==> src/rtl/seq_multiplier_pkg.sv <==
// Shared constants for the sequential shift-add multiplier.
// State encodings, operand width, step limit and operand magnitude helper.
package seq_multiplier_pkg;

    localparam int MUL_WIDTH = 32;

    localparam logic [5:0] CNT_LIMIT = 6'd31;

    localparam logic [1:0] S_IDLE = 2'd0;
    localparam logic [1:0] S_BUSY = 2'd1;
    localparam logic [1:0] S_DONE = 2'd2;

    function automatic logic [MUL_WIDTH-1:0] magnitude(
        input logic [MUL_WIDTH-1:0] v,
        input logic                 is_signed
    );
        // -2^31 maps to 0x80000000, which is correct as an unsigned magnitude
        if (is_signed && v[MUL_WIDTH-1])
            return ~v + 1'b1;
        return v;
    endfunction

endpackage

==> src/rtl/seq_multiplier_adder_n.sv <==
// Parameterised ripple-carry adder used for the shift-add step
// and for the final two's-complement negation.
module adder_n #(
    parameter int N = 32
) (
    input  logic [N-1:0] a,
    input  logic [N-1:0] b,
    input  logic         cin,
    output logic [N-1:0] sum
);

    logic [N-1:0] c;

    assign c[0] = cin;

    for (genvar i = 0; i < N; i++) begin : g_bit
        assign sum[i] = a[i] ^ b[i] ^ c[i];
        if (i < N - 1) begin : g_carry
            assign c[i+1] = (a[i] & b[i]) | (c[i] & (a[i] ^ b[i]));
        end
    end

endmodule

==> src/rtl/seq_multiplier.sv <==
// Sequential 32x32 multiplier: one shift-add step per cycle,
// 32 BUSY cycles, a single DONE cycle carrying the write strobe.
module seq_multiplier
    import seq_multiplier_pkg::*;
#(
    parameter int WIDTH = MUL_WIDTH
) (
    input  logic             clk,
    input  logic             reset,
    input  logic             start,
    input  logic             op_signed,
    input  logic             op_hi,
    input  logic [WIDTH-1:0] src_a,
    input  logic [WIDTH-1:0] src_b,
    input  logic [4:0]       rd_in,
    output logic             busy,
    output logic [WIDTH-1:0] result,
    output logic [4:0]       rd_out,
    output logic             wr_en
);

    logic [1:0]         state;
    logic [5:0]         cnt;
    logic [2*WIDTH-1:0] acc;
    logic [WIDTH-1:0]   mcand;
    logic               sign_q;
    logic               hi_q;
    logic [4:0]         rd_q;

    logic [WIDTH-1:0]   addend;
    logic [WIDTH:0]     step_sum;
    logic [2*WIDTH-1:0] acc_next;
    logic [2*WIDTH-1:0] neg_sum;
    logic [2*WIDTH-1:0] product;

    // Low half of acc holds the multiplier and is consumed LSB-first
    assign addend = acc[0] ? mcand : {WIDTH{1'b0}};

    adder_n #(
        .N(WIDTH + 1)
    ) u_step (
        .a  ({1'b0, acc[2*WIDTH-1:WIDTH]}),
        .b  ({1'b0, addend}),
        .cin(1'b0),
        .sum(step_sum)
    );

    assign acc_next = {step_sum, acc[WIDTH-1:1]};

    adder_n #(
        .N(2 * WIDTH)
    ) u_neg (
        .a  (~acc_next),
        .b  ({2*WIDTH{1'b0}}),
        .cin(1'b1),
        .sum(neg_sum)
    );

    assign product = sign_q ? neg_sum : acc_next;
    assign busy    = (state != S_IDLE);

    always_ff @(posedge clk) begin
        if (!reset) begin
            state  <= S_IDLE;
            cnt    <= '0;
            acc    <= '0;
            mcand  <= '0;
            sign_q <= 1'b0;
            hi_q   <= 1'b0;
            rd_q   <= '0;
            result <= '0;
            rd_out <= '0;
            wr_en  <= 1'b0;
        end else begin
            wr_en <= 1'b0;
            unique case (state)
                S_IDLE: begin
                    if (start) begin
                        state  <= S_BUSY;
                        cnt    <= '0;
                        acc    <= {{WIDTH{1'b0}},
                                   magnitude(src_b, op_signed)};
                        mcand  <= magnitude(src_a, op_signed);
                        sign_q <= op_signed
                                & (src_a[WIDTH-1] ^ src_b[WIDTH-1]);
                        hi_q   <= op_hi;
                        rd_q   <= rd_in;
                    end
                end
                S_BUSY: begin
                    acc <= acc_next;
                    cnt <= cnt + 6'd1;
                    if (cnt == CNT_LIMIT) begin
                        state  <= S_DONE;
                        result <= hi_q ? product[2*WIDTH-1:WIDTH]
                                       : product[WIDTH-1:0];
                        rd_out <= rd_q;
                        wr_en  <= 1'b1;
                    end
                end
                S_DONE: begin
                    state <= S_IDLE;
                end
                default: begin
                    state <= S_IDLE;
                end
            endcase
        end
    end

endmodule

==> config.mk <==
export PLATFORM = sky130hd
export DESIGN_NAME = seq_multiplier
export DESIGN_NICKNAME = d
export VERILOG_FILES = /design/src/rtl/seq_multiplier_pkg.sv /design/src/rtl/seq_multiplier_adder_n.sv /design/src/rtl/seq_multiplier.sv
export SDC_FILE = /design/constraint.sdc
export NUM_CORES = 1
export LEC_CHECK = 0
export BUFFER_PORTS_ARGS = -buffer_cell sky130_fd_sc_hd__buf_2
export CORE_ASPECT_RATIO = 0.5
export CORE_MARGIN = 3
export CORE_UTILIZATION = 55
export CTS_BUF_LIST = sky130_fd_sc_hd__clkbuf_4 sky130_fd_sc_hd__clkbuf_8 sky130_fd_sc_hd__clkbuf_16
export CTS_CLUSTER_DIAMETER = 40
export DETAILED_ROUTE_END_ITERATION = 16
export PLACE_DENSITY = 0.72
export SLEW_MARGIN = 0
export SYNTH_ARGS = -nofsm -noshare
export SYNTH_HDL_FRONTEND = slang
export SYNTH_SLANG_ARGS = --single-unit
==> constraint.sdc <==
create_clock -name clk -period 18.58 [get_ports clk]
set_input_delay 1.858 -clock clk [delete_from_list [all_inputs] [get_ports clk]]
set_output_delay 1.858 -clock clk [all_outputs]
set_load 0.03 [all_outputs]
==> results_dict.tcl, run 1 <==
set metrics [dict create \
    synth_top_area_share_pct 31.2 \
    worst_pin_slew_ps 1100 \
    power_leakage_uw 0.00409 \
    nNetsFinal 1375 \
    yosysSeqAreaShare_pct 31.2 \
    arrival_ps 13940 \
    post_cts_buffers 0 \
    routed_wirelength_um 27100 \
    cts_tree "yes" \
    rsz0062_at_grt "no" \
    synth_edf_count 0 \
    num_io_pins 113 \
    coreArea_sq_um 16700 \
    critical_path_class "flip-flop to flip-flop" \
    synth.ff_latch_count 149 \
    rr_worst_depth 40 \
    port_buffers 112 \
    synth_cell_types 64 \
    relSlewSlack_pct 26.8 \
    fp.dieH_um 99.2 \
    grt_usage_pct 29.1 \
    syn-num-nets 1309 \
    drv_cap 0 \
    cts_resized 0 \
    placed_cells 1413 \
    report.final.slew_viol_count 0 \
    drive_gt1_share_pct 16.8 \
    setup-tns-final_ps 0 \
    diodes 0 \
    first_iter_violations 699 \
    ys_warn_count 0 \
    synthArstFlopShare_pct 0 \
    dr.pass1.iters 6 \
    drc 0 \
    r2r_setup_slack_ps 4950 \
    final_cells 1444 \
    cpPeakStageDelay_ps 500 \
    fillers 1484 \
    ys_top_cells_by_area "dfxtp_1, ha_1, mux4_2" \
    clk_latency_ps 420 \
    grt_pass1_wl_um 43700 \
    yosysTopAreaCell "dfxtp_1" \
    synthToLayoutAreaGrowth_pct 12.8 \
    cp_max_fo 33 \
    peakVddDrop_uv 48.3 \
    fp.dieW_um 192 \
    ant_nets 0 \
    yosys-top-cells-count "dfxtp_1, nand2_1, nor2_1, inv_1, a21oi_1" \
    cts-root-buf "clkbuf_16" \
    cts_sinks 149 \
    cts_buffers 17 \
    grt-ovfl-total 0 \
    multiInputGateArea_sq_um 5920 \
    vias 8555 \
    area.sequential_sq_um 2980 \
    fp.dieArea_sq_um 19100 \
    fin_skew_ps 11.1 \
    wl_per_cell_um 18.8 \
    synthCells 1139 \
    routabilityCongestion 0.931 \
    crit_slowest_cell "fa_1" \
    worstSetupEndpoint "result[31]$_SDFFE_PN0P_" \
    timing.rr.end "result[31]$_SDFFE_PN0P_" \
    hp-class "flip-flop to flip-flop" \
    p_per_area_nw_per_um2 77.0 \
    cp.required_ps 18890 \
    synth_most_common_cell "dfxtp_1" \
    crit_top_cell "fa_1" \
    hold_start "rd_q[2]$_SDFFE_PN0P_" \
    grt_pass1_vias 8043 \
    postCtsHoldBufs 0 \
    rows 33 \
    cp-start-kind "flip-flop" \
    hold_viol_final 0 \
    path_clk_slew_ps 60 \
    fin_crit_ps 13630 \
    synth.avg_cell_area_sq_um 8.39 \
    worstReg2RegStart "acc[0]$_SDFFE_PN0P_" \
    status "completed" \
    grt_max_degree 81 \
    antenna_found_initial 1 \
    crit_start "acc[0]$_SDFFE_PN0P_" \
    crit_path_end_kind "flip-flop" \
    dpl.hpwl_um 19700 \
    period_share_pct 73.4 \
    via_per_inst 5.92 \
    cts_buffer_depth 2 \
    htree_levels 4 \
    start_util_pct 57.3 \
    fmax_mhz 73.4 \
    final-setup-viol-count 0 \
    syn_area_sq_um 9560 \
    synth-main-ff-cell "dfxtp_1" \
]
[sequential cells by signal, summed over array words and instances (netlist names)]
name    count
rd_q        5
result     32
hi_q        1
sign_q      1
cnt         6
state       2
acc        64
mcand      32
wr_en       1
rd_out      5
[how the worst min path moves through the flow]
stage / endpoint / depth (start not counted) / slack (ps)
global route: result[17]$_SDFFE_PN0P_ / 2 / 480
floorplan: mcand[0]$_SDFFE_PN0P_ / 2 / 430
finish: rd_out[2]$_SDFFE_PN0P_ / 2 / 450
detailed placement: rd_out[1]$_SDFFE_PN0P_ / 2 / 450
CTS: rd_out[2]$_SDFFE_PN0P_ / 2 / 450
global placement: rd_out[1]$_SDFFE_PN0P_ / 2 / 440
[final cells by class]
class / count / area share [%]
multi-input combinational: 814 / 54.9
sequential: 149 / 27.7
timing repair buffer: 124 / 6.04
clock buffer: 20 / 4.33
inverter: 99 / 3.46
tap: 227 / 2.64
clock inverter: 11 / 0.929
[report_power, final]
| part | internal [uW] | switching (uW) |
|---|---|---|
| Combinational | 59.2 | 88.0 |
| Sequential | 334 | 12.2 |
| Clock | 194 | 142 |
[cells in the final DEF (no fill, tap or decap), drive strengths merged, types with 18 or more instances in the layout]
| cell | netlist | routed |
|---|---|---|
| a21oi | 95 | 95 |
| a22oi | 18 | 18 |
| a31oi | 40 | 40 |
| buf | 9 | 124 |
| clkbuf | 68 | 20 |
| dfxtp | 149 | 149 |
| fa | 31 | 31 |
| ha | 65 | 65 |
| inv | 99 | 100 |
| mux4 | 29 | 29 |
| nand2 | 144 | 144 |
| nor2 | 119 | 119 |
| nor3 | 25 | 25 |
| o21ai | 33 | 33 |
| xor2 | 28 | 28 |
[layer usage]
layer | track usage [%] | wire length [um] | share of wire (%)
met5 | 0 | 13 | 0.048
met4 | 4.98 | 212 | 0.78
met3 | 9.40 | 3190 | 12
met2 | 40.7 | 11000 | 41
met1 | 44.1 | 12700 | 47
[worst max-delay path: cells and delay by family, from the launching register on]
kind | cells | cell delay (ps)
compound gates | 1 | 160
xor+xnor | 1 | 180
fa+ha+maj | 31 | 12060
buf+inv | 3 | 420
flops | 1 | 330
simple gates | 4 | 370
[metrics by stage]
step	utilization [%]	total power, uW	hold slack [ps]	instance area, sq um	setup slack, ps
2_1_floorplan	-	446	432	9560	5420
3_3_place_gp	61.2	491	436	10200	5280
3_5_place_dp	61.2	497	446	10200	5200
4_1_cts	64.6	831	452	10800	5070
5_1_grt	64.6	866	479	10800	4480
6_report	64.6	830	449	10800	4950
[kinds of logic (layout without fill, tap and decap cells)]
family                     after synthesis  in the layout  share of synthesized area (%)
AOI/OAI and AO/OA                      258            258                           16.6
DFF                                    149            149                           31.2
adders and majority gates               96             96                           15.0
buffers and inverters                  176            254                           7.04
xor gates and xnor gates                45             45                           4.12
and+or+nand+nor                        379            379                           18.4
muxes                                   36             36                           7.58
(Power assumes the default switching activity.)
==> run 2: changes to the inputs <==
==> constraint.sdc (replaced) <==
create_clock -name clk -period 13.32 [get_ports clk]
set_input_delay 1.332 -clock clk [delete_from_list [all_inputs] [get_ports clk]]
set_output_delay 1.332 -clock clk [all_outputs]
set_load 0.03 [all_outputs]
==> run 2 against run 1 <==
Against the previous run:
- power grew 43%
- sequential cell count is the same
- sequential power up 39%
- hold slack improved by 4.0 ps
- core utilization increased by 0.38 points
- global-route usage is 0.67 points lower
- clock skew up 8.0 ps
- combinational power grew 41%
- clock-buffer cell count is 2 lower
- critical path depth is 1 lower
- sequential share of layout area fell by 0.16 points
- cell count about the same
==> results_dict.tcl, run 2 (synthesis gave the netlist of run 1 again) <==
set metrics [dict create \
    placed_cells 1413 \
    routabilityCongestion 0.937 \
    cts_buffers 17 \
    routed_wirelength_um 26900 \
    reg_top3 "acc (64), mcand (32), result (32)" \
    worst_pin_slew_ps 1080 \
    htree_levels 4 \
    cts_buffer_depth 2 \
    grt_max_degree 83 \
    worstSetupPathDepth 39 \
    final_cell_mix "dfxtp_1, nand2_1, nor2_1, buf_2, inv_1" \
    grt-ovfl-total 0 \
    nNetsFinal 1375 \
    synthToLayoutAreaGrowth_pct 13.4 \
    final_cells 1445 \
    hp-class "flip-flop to flip-flop" \
    drive_gt1_share_pct 18.1 \
    start_util_pct 57.3 \
    final_common_cell "dfxtp_1" \
    vias 8591 \
    fin_skew_ps 19.1 \
    first_iter_violations 828 \
    clk_latency_ps 430 \
    cp_top_family "adder cells" \
    cp_max_fo 3 \
    ant_nets 0 \
    report.final.slew_viol_count 0 \
    cts_tree "yes" \
    cpPeakStageDelay_ps 570 \
    grt_pass1_wl_um 42500 \
    rows 33 \
    final-setup-viol-count 0 \
    crit_path_end_kind "flip-flop" \
    port_buffers 112 \
    crit_slowest_cell "fa_2" \
    wl_per_cell_um 18.6 \
    status "completed" \
    crit_buf_inv 3 \
    largest_reg_flops 64 \
    period_share_pct 97.3 \
    setup-tns-final_ps 0 \
    cts_sinks 149 \
    relSlewSlack_pct 27.8 \
    arrival_ps 13230 \
    timing.rr.end "result[29]$_SDFFE_PN0P_" \
    cp.required_ps 13590 \
    fp.dieH_um 99.2 \
    final.setup.worst_slack_ps 355 \
    post_cts_buffers 0 \
    peakVddDrop_uv 81.1 \
    dpl.hpwl_um 19400 \
    rsz0062_at_grt "no" \
    crit_start "acc[0]$_SDFFE_PN0P_" \
    grt_pass1_vias 8012 \
    fp.dieArea_sq_um 19100 \
    fp.dieW_um 192 \
    r2r_setup_slack_ps 350 \
    hold_viol_final 0 \
    coreArea_sq_um 16700 \
    final_util_pct 65.0 \
    power_leakage_uw 0.00412 \
    grt_usage_pct 28.4 \
    worstSetupEndpoint "result[29]$_SDFFE_PN0P_" \
    num_io_pins 113 \
    p_per_area_nw_per_um2 110 \
    power_uw 1190 \
    antenna_found_initial 1 \
    fin_crit_ps 12970 \
    top_register "acc" \
    diodes 0 \
    dr.pass1.iters 6 \
    rr_worst_depth 39 \
    worstReg2RegStart "acc[0]$_SDFFE_PN0P_" \
    via_per_inst 5.95 \
    drv_cap 0 \
    cts-root-buf "clkbuf_16" \
    cp-start-kind "flip-flop" \
    place_ws_ps 65.4 \
    path_clk_slew_ps 70 \
    crit_top_cell "fa_1" \
    critical_path_class "flip-flop to flip-flop" \
    fmax_mhz 77.1 \
    drc 0 \
]
==> run 2: how the worst min path moves through the flow <==
| stage | startpoint | end | slack, ps | cells after the start |
|---|---|---|---|---|
| detailed placement | result[13]$_SDFFE_PN0P_ | result[13]$_SDFFE_PN0P_ | 450 | 2 |
| CTS | rd_out[3]$_SDFFE_PN0P_ | rd_out[3]$_SDFFE_PN0P_ | 450 | 2 |
| global placement | rd_q[1]$_SDFFE_PN0P_ | rd_out[1]$_SDFFE_PN0P_ | 440 | 2 |
| finish | result[14]$_SDFFE_PN0P_ | result[14]$_SDFFE_PN0P_ | 450 | 2 |
| global route | result[13]$_SDFFE_PN0P_ | result[13]$_SDFFE_PN0P_ | 470 | 2 |
| floorplan | mcand[0]$_SDFFE_PN0P_ | mcand[0]$_SDFFE_PN0P_ | 430 | 2 |
==> run 2: what timing repair did <==
item / CTS / global route
pin swaps: 0 / 2
gates resized for setup: 2 / 12
setup endpoints to repair: 2 / 6
hold buffers: 0 / 0
==> run 2: cell type report <==
cell class	instances	area, sq um
multi-input cells	814	5950
fillers	1457	5840
flip-flops and latches	149	2980
repair buffers	124	651
clock buffers	18	433
inverters	99	373
well taps	227	284
clock inverters	14	164
==> run 2: report_power, final <==
part           switching [uW]  total, uW  internal [uW]  leakage, uW
clock network             216        501            284     0.000290
registers                16.1        482            466      0.00121
logic                     124        208           83.4      0.00261
==> run 2: metrics by stage <==
stage	instance area [sq um]	hold WS, ps
after floorplan	9560	432
after global placement	10200	436
after detailed placement	10200	446
after CTS	10800	455
after global routing	10800	469
final	10800	453
==> run 2: layer usage <==
layer | vias to the layer above | GRT usage, % | wire [um]
met2 | 317 | 40.3 | 11000
met4 | 2 | 6.10 | 291
met3 | 28 | 6.58 | 2360
li1 | 4121 | - | -
met1 | 4123 | 43.8 | 13200
met5 | - | 0 | 13
==> run 2: worst register-to-register path: cells and delay by family, from the launching register on <==
| family | cells | cell delay, ps |
|---|---|---|
| adder cells (fa/ha/maj) | 32 | 11520 |
| multiplexers | 1 | 460 |
| flip-flops | 1 | 350 |
| AND/OR/NAND/NOR | 2 | 210 |
| buffers and inverters | 3 | 180 |
| AO/OA/AOI/OAI | 1 | 70 |
==> run 3: changes to the inputs <==
--- a/config.mk
+++ b/config.mk
@@ -9,8 +9,7 @@
 export CORE_ASPECT_RATIO = 0.5
 export CORE_MARGIN = 3
 export CORE_UTILIZATION = 55
-export CTS_BUF_LIST = sky130_fd_sc_hd__clkbuf_4 sky130_fd_sc_hd__clkbuf_8 sky130_fd_sc_hd__clkbuf_16
-export CTS_CLUSTER_DIAMETER = 40
+export CTS_CLUSTER_DIAMETER = 50
 export DETAILED_ROUTE_END_ITERATION = 16
 export PLACE_DENSITY = 0.72
 export SLEW_MARGIN = 0
==> run 3 against run 2 <==
Against the previous run:
- cell area about the same
- sequential power about the same
- cell count unchanged
- highest routed layer unchanged
- largest cell class unchanged
- core utilization about the same
==> results_dict.tcl, run 3 (synthesis gave the netlist of run 1 again) <==
set metrics [dict create \
    cts_buffers 17 \
    crit_path_end_kind "flip-flop" \
    drive_gt1_share_pct 18.0 \
    fin_crit_ps 12980 \
    fp.dieW_um 192 \
    power_leakage_uw 0.00412 \
    reg_top3 "acc (64), mcand (32), result (32)" \
    cp.required_ps 13590 \
    critical_path_class "flip-flop to flip-flop" \
    vias 8619 \
    first_iter_violations 812 \
    path_clk_slew_ps 70 \
    setup-tns-final_ps 0 \
    routed_wirelength_um 26900 \
    arrival_ps 13250 \
    synthToLayoutAreaGrowth_pct 13.4 \
    cts_tree "yes" \
    rsz0062_at_grt "no" \
    report.final.slew_viol_count 0 \
    top_register "acc" \
    cp_max_fo 3 \
    port_buffers 112 \
    fin_skew_ps 14.4 \
    cts-root-buf "clkbuf_16" \
    fillers 1461 \
    largest_reg_flops 64 \
    start_util_pct 57.3 \
    final_cell_mix "dfxtp_1, nand2_1, nor2_1, buf_2, inv_1" \
    grt_pass1_wl_um 42600 \
    cp_top_family "adder cells" \
    grt_usage_pct 28.4 \
    cts_sinks 149 \
    cpPeakStageDelay_ps 570 \
    dr.pass1.iters 5 \
    hold_viol_final 0 \
    p_per_area_nw_per_um2 110 \
    coreArea_sq_um 16700 \
    htree_levels 4 \
    wl_per_cell_um 18.6 \
    power_uw 1190 \
    fp.dieH_um 99.2 \
    final-setup-viol-count 0 \
    antenna_found_initial 1 \
    crit_buf_inv 3 \
    status "completed" \
    drc 0 \
    fmax_mhz 77.0 \
    cp-start-kind "flip-flop" \
    hp-class "flip-flop to flip-flop" \
    grt_pass1_vias 8014 \
    grt-ovfl-total 0 \
    period_share_pct 97.5 \
    crit_top_cell "fa_1" \
    final_common_cell "dfxtp_1" \
    diodes 0 \
    postCtsHoldBufs 0 \
    relSlewSlack_pct 26.3 \
    dpl.hpwl_um 19400 \
    worst_pin_slew_ps 1100 \
    num_io_pins 113 \
    drv_cap 0 \
    routabilityCongestion 0.937 \
    peakVddDrop_uv 81.1 \
    via_per_inst 5.96 \
    crit_slowest_cell "fa_2" \
    fp.dieArea_sq_um 19100 \
    post_cts_buffers 0 \
    final_util_pct 65.0 \
    grt_max_degree 83 \
    rows 33 \
    nNetsFinal 1375 \
    ant_nets 0 \
    clk_latency_ps 430 \
    cts_buffer_depth 2 \
]
==> run 3: cell types whose count changed in the layout (fill, tap and decap cells not counted) <==
cell	delta
clkbuf_1	+1
clkbuf_4	-1
==> run 3: cell type report <==
class | instances | area (sq um) | share of cell area, %
inverter | 99 | 373 | 3.44
multi-input combinational | 814 | 5950 | 54.9
tap | 227 | 284 | 2.62
timing repair buffer | 124 | 651 | 6.00
clock buffer | 18 | 429 | 3.96
sequential | 149 | 2980 | 27.5
clock inverter | 14 | 164 | 1.51
==> run 3: per-stage QoR <==
stage	hold WS, ps	instances	setup slack (ps)	instance area, sq um
6_report	452	1445	338	10800
5_1_grt	469	1445	9.81	10800
4_1_cts	455	1445	5.17	10800
3_5_place_dp	446	1413	65.4	10200
3_3_place_gp	436	1413	151	10200
2_1_floorplan	432	1139	162	9560
==> run 3: repair_timing <==
item / CTS / global route
endpoints found under the setup margin: 2 / 6
gates cloned: 0 / 0
gates resized for setup: 2 / 12
pin swaps: 0 / 2
==> run 3: worst min-delay path: cells and delay by family (launching register included) <==
kind	cells	cell delay (ps)
AOI/OAI and AO/OA	1	50
DFF	1	310
and+or+nand+nor	1	50
==> run 3: path summary, 6_finish.rpt <==
check	start	endpoint	slack [ps]	cells past startpoint
setup / recovery	acc[0]$_SDFFE_PN0P_	result[29]$_SDFFE_PN0P_	340	39
hold / removal	result[14]$_SDFFE_PN0P_	result[14]$_SDFFE_PN0P_	450	2
setup reg to reg	acc[0]$_SDFFE_PN0P_	result[29]$_SDFFE_PN0P_	340	39
hold reg to reg	result[14]$_SDFFE_PN0P_	result[14]$_SDFFE_PN0P_	450	2
==> run 3: metal layers <==
layer  global-route usage (%)  wire length, um
met1                     43.9            13200
met2                     40.5            10900
met3                     6.73             2360
met4                     5.48              380
met5                        0               13
==> run 3: report_power, final <==
part | switching, uW | internal [uW]
Combinational | 124 | 83.3
Sequential | 15.9 | 466
Clock | 216 | 282
